===== src/rtl/cdc_hs_tx_ctrl.sv =====
// cdc_hs_tx_ctrl: source-side controller for a 4-phase req/ack handshake.
// Holds one accepted word on xfer_data, raises req_out, waits for the
// synchronised ack to rise, then drops req_out and waits for ack to fall.
// Optional ack-wait timeout with sticky err flag: define CDC_TIMEOUT_EN.
module cdc_hs_tx_ctrl #(
    parameter int unsigned DATA_W      = 8,
    parameter int unsigned SYNC_STAGES = 2,
    parameter int unsigned TIMEOUT_W   = 10
) (
    input  logic              clk,
    input  logic              rst,
    input  logic              in_valid,
    input  logic [DATA_W-1:0] in_data,
    output logic              in_ready,
    input  logic              ack_in,
    output logic              req_out,
    output logic [DATA_W-1:0] xfer_data,
    output logic              done,
    output logic              busy,
    output logic [15:0]       xfer_cnt,
    output logic              err,
    input  logic              err_clr
);

    typedef enum logic [1:0] {
        IDLE   = 2'd0,
        REQ_HI = 2'd1,
        REQ_LO = 2'd2
    } state_t;

    state_t              state;
    state_t              state_nxt;
    logic [SYNC_STAGES-1:0] ack_sync;
    logic                ack_s;
    logic                req_nxt;
    logic [DATA_W-1:0]   data_nxt;
    logic                done_nxt;
    logic                cnt_inc;
    logic                tmo_fire;

    // Plain flop chain bringing the remote ack into this clock domain
    always_ff @(posedge clk) begin
        if (rst) begin
            ack_sync <= '0;
        end else begin
            ack_sync <= {ack_sync[SYNC_STAGES-2:0], ack_in};
        end
    end

    assign ack_s = ack_sync[SYNC_STAGES-1];

    // A stale ack left over from an aborted transfer holds off new words
    assign in_ready = (state == IDLE) && !ack_s;

`ifdef CDC_TIMEOUT_EN
    logic [TIMEOUT_W-1:0] tmo_cnt;
    logic                 tmo_hit;

    assign tmo_hit = (state != IDLE) &&
                     (TIMEOUT_W'(tmo_cnt + TIMEOUT_W'(1)) == {TIMEOUT_W{1'b1}});

    // Cycles spent in the current wait state; restarts on every state change
    always_ff @(posedge clk) begin
        if (rst) begin
            tmo_cnt <= '0;
        end else if (state_nxt != state) begin
            tmo_cnt <= '0;
        end else if (state != IDLE) begin
            tmo_cnt <= TIMEOUT_W'(tmo_cnt + TIMEOUT_W'(1));
        end
    end

    // Sticky timeout flag; a timeout in the same cycle as err_clr wins
    always_ff @(posedge clk) begin
        if (rst) begin
            err <= 1'b0;
        end else if (tmo_fire) begin
            err <= 1'b1;
        end else if (err_clr) begin
            err <= 1'b0;
        end
    end
`else
    logic unused_tmo;

    assign tmo_fire   = 1'b0;
    assign err        = 1'b0;
    assign unused_tmo = ^{err_clr, 1'(TIMEOUT_W)};
`endif

    // Next-state and next-output decode for the handshake
    always_comb begin
        state_nxt = state;
        req_nxt   = req_out;
        data_nxt  = xfer_data;
        done_nxt  = 1'b0;
        cnt_inc   = 1'b0;
`ifdef CDC_TIMEOUT_EN
        tmo_fire  = 1'b0;
`endif
        case (state)
            IDLE: begin
                if (in_valid && in_ready) begin
                    data_nxt  = in_data;
                    req_nxt   = 1'b1;
                    state_nxt = REQ_HI;
                end
            end
            REQ_HI: begin
                if (ack_s) begin
                    req_nxt   = 1'b0;
                    state_nxt = REQ_LO;
                end
            end
            REQ_LO: begin
                if (!ack_s) begin
                    state_nxt = IDLE;
                    done_nxt  = 1'b1;
                    cnt_inc   = 1'b1;
                end
            end
            default: begin
                req_nxt   = 1'b0;
                state_nxt = IDLE;
            end
        endcase
`ifdef CDC_TIMEOUT_EN
        // Give up on a stuck wait: abort without a done pulse
        if (tmo_hit && (state_nxt == state)) begin
            tmo_fire  = 1'b1;
            req_nxt   = 1'b0;
            state_nxt = IDLE;
        end
`endif
    end

    // State and registered outputs
    always_ff @(posedge clk) begin
        if (rst) begin
            state     <= IDLE;
            req_out   <= 1'b0;
            xfer_data <= '0;
            done      <= 1'b0;
            busy      <= 1'b0;
        end else begin
            state     <= state_nxt;
            req_out   <= req_nxt;
            xfer_data <= data_nxt;
            done      <= done_nxt;
            busy      <= (state_nxt != IDLE);
        end
    end

    // Completed-transfer counter, wraps naturally at 16 bits
    always_ff @(posedge clk) begin
        if (rst) begin
            xfer_cnt <= '0;
        end else if (cnt_inc) begin
            xfer_cnt <= xfer_cnt + 16'd1;
        end
    end

endmodule


===== config.mk =====
export PLATFORM = sky130hd
export DESIGN_NAME = cdc_hs_tx_ctrl
export DESIGN_NICKNAME = d
export VERILOG_FILES = /design/src/rtl/cdc_hs_tx_ctrl.sv
export SDC_FILE = /design/constraint.sdc
export NUM_CORES = 1
export LEC_CHECK = 0
export ABC_AREA = 1
export CAP_MARGIN = 10
export CORE_UTILIZATION = 41
export CTS_CLUSTER_SIZE = 25
export DETAILED_ROUTE_END_ITERATION = 10
export PLACE_DENSITY_LB_ADDON = 0.08
export SLEW_MARGIN = 0
export SYNTH_ARGS = -nofsm -noshare
export SYNTH_HDL_FRONTEND = slang
export SYNTH_SLANG_ARGS = --single-unit

===== constraint.sdc =====
create_clock -name clk -period 1.6 [get_ports clk]
set_input_delay 0.48 -clock clk [delete_from_list [all_inputs] [get_ports clk]]
set_output_delay 0.48 -clock clk [all_outputs]
set_load 0.02 [all_outputs]

==> reports/qor.csv <==
stage;metric;value;unit
timing;Final Hold Viols;0;
yosys;Cell variety after synth;22;
route;DR pass1 iterations;4;
die;Initial Util;43.48;%
hold_path;worst hold path type;reg2reg;
die;Die Height;58.90;um
grt;number of global-route vias before repair;1203;
yosys;syn avg cell area;7.334;um2
cells_and_area;NumNets Final;250;
yosys;Synth Register Bits;31;
clocking;clock slew at reported path FFs;100;ps
timing;final setup fails;0;
clocking;hold-fix buffers at CTS;0;
power_and_ir_drop;total power;0.001722;W
power_and_ir_drop;Power per Cell Area;900.2;nW/um2
status;status;completed;
job;# Max-Cap Violations;0;
die;die area;3469;um2
grt;grt total ovfl;0;
cells_and_area;Fill cells;297;
clocking;clk buf depth;2;
power_and_ir_drop;leakage;0.8530;nW
clocking;clock sink count;31;
clocking;TritonCTS clock tree;yes;
yosys;Cell Area, Synth;1328;um2
cells_and_area;commonest non-fill, non-tap cell in the layout;nand2_1;
cells_and_area;fraction of layout cells with a size suffix above 1;13.08;%
cells_and_area;n_diodes;0;
place;Detailed Place HPWL;2.165;mm
worst_setup_path;Worst EP required;1120;ps
timing;Final Cycle Share;97.73;%
yosys;Syn Inst Count;181;
route;WL final;2.917;mm
die;die width;58.90;um
route;DRC errors left;0;
route;Wirelength per Cell;10.38;um
timing;TNS Setup;0;ps
route;vias per std cell;4.683;
grt;first-pass GRT wire length;5.037;mm
clocking;clock latency on the worst-skew pair;340;ps
yosys;Seq/Total Area, Yosys;46.75;%
timing;final period demand of the worst path;1564;ps
place;gpl congestion;0.8319;
clocking;H-Tree Depth;2;
yosys;Synthesis Warnings;0;
worst_setup_path;Buf/Inv on CP;1;
clocking;Root Buffer;clkbuf_4;
clocking;cts bufs inserted;5;
timing;Max Slew Vio Count;0;
worst_setup_path;Setup Crit Path Kind;reg2out;
timing;Final Skew;10.93;ps
route;initial drt markers;47;
route;Final ANT Viol Nets;0;
grt;GRT Resource Usage Total;19.57;%
place;Setup WS pre-CTS;-11.80;ps
power_and_ir_drop;Worst VDD drop;545.8;uV
worst_setup_path;CP max-delay cell;dfxtp_1;
timing;Worst Slack Setup Final;36.30;ps
cells_and_area;most frequent cells in the layout;nand2_1, dfxtp_1, nor2_1;
die;Row Count;20;
worst_setup_path;Worst setup SP type;flip-flop;
die;num ports;42;
worst_setup_path;worst stage delay on the critical path;400;ps
route;via count;1316;
worst_setup_path;crit path cell chain;dlygate4sd2_1;
worst_setup_path;Max FO, Critical Path;4;
cells_and_area;Multi-input gate area;608.1;um2
die;core area;3053;um2
cells_and_area;FF/Latch Area;620.6;um2
worst_setup_path;endpoint class of the critical path;output port;
yosys;Main synth FF type;dfxtp_1;
grt;initial antenna violation count;0;
worst_setup_path;WP data arrival;1080;ps
worst_setup_path;CP top delay family;flip-flops;
yosys;Synthesized Nets;195;
grt;largest net degree at the start of global routing;20;
yosys;Synth async-reset ratio;0;%
place;port bufs;39;
cells_and_area;Syn-to-layout area delta;44.11;%
yosys;Post-synth EDFFs;0;
timing;max frequency;639.5;MHz
clocking;setup bufs post-CTS;0;
==> worst paths after layout <==
check	from	endpoint	slack (ps)	depth (start not counted)
max	xfer_cnt[1]	xfer_cnt[1]	40	1
max reg2reg	xfer_cnt[0]	xfer_cnt[14]	160	8
min	ack_sync[0]	ack_sync[1]	410	2
min reg2reg	ack_sync[0]	ack_sync[1]	410	2
==> cells in the mapped netlist, types with 2 or more instances <==
cell type   n  area, um2
o21bai_1    2      15.01
o21ai_0     7      35.03
nor2_1     28      105.1
nand2_1    33      123.9
nand2_2     3      18.77
inv_1      21      78.83
dfxtp_1    31      620.6
xor2_1      2      17.52
a21oi_1    17      85.08
nand4_1     3      18.77
clkbuf_1    3      11.26
nand3_1    19      95.09
nor3_1      3      15.01
==> final cells by class <==
type                       instances  area share [%]
tap                               44           2.878
clock inverter                     2           3.139
sequential                        31           32.44
inverter                          22           4.317
multi-input combinational        124           31.79
clock buffer                       6           2.158
timing repair buffer              52           23.28
==> per-stage QoR <==
step                      instances  util, %  hold WS [ps]  cell area [um2]
after global routing            281    62.66         435.7             1913
after global placement          273    60.66         390.6             1852
after detailed placement        273    60.66         403.2             1852
after floorplan                 181        -         388.3             1328
final                           281    62.66         408.7             1913
after CTS                       281    62.75         413.6             1916
==> where the power goes <==
group / total (W) / switching, W / leakage, nW / internal [W]
registers: 0.000805 / 0.0000118 / 0.252 / 0.000793
clock network: 0.000760 / 0.000272 / 0.0525 / 0.000488
logic: 0.000158 / 0.0000869 / 0.548 / 0.0000707
==> state kept, by name, summed over array words and instances, names as in the netlist <==
register and flops:
xfer_cnt 16, xfer_data 8, ack_sync 2, state 2, busy 1, done 1
req_out 1
==> cell families (layout without fill, tap and decap cells) <==
kind of cell | after synthesis | count (layout) | synth area share, %
AOI/OAI and AO/OA | 28 | 28 | 11.31
xor gates and xnor gates | 2 | 2 | 1.320
adders and majority gates | 1 | 1 | 0.9424
buffers and inverters | 26 | 82 | 7.635
DFF | 31 | 31 | 46.75
other | 1 | 1 | 0.2825
and+or+nand+nor | 92 | 92 | 31.76
==> what timing repair did <==
item / 4_1_cts / 5_1_grt
endpoints found under the setup margin: 28 / 8
pin swaps: 0 / 0
resized for setup: 32 / 7
==> metal layers <==
layer / routed length (um) / track usage, % / up-vias
li1: - / - / 691
met1: 1370 / 24.18 / 576
met2: 1309 / 30.84 / 41
met3: 160 / 5.055 / 8
met4: 76 / 11.22 / 0
met5: 0 / 0 / -
No activity file was read; power rests on OpenSTA's default activity.
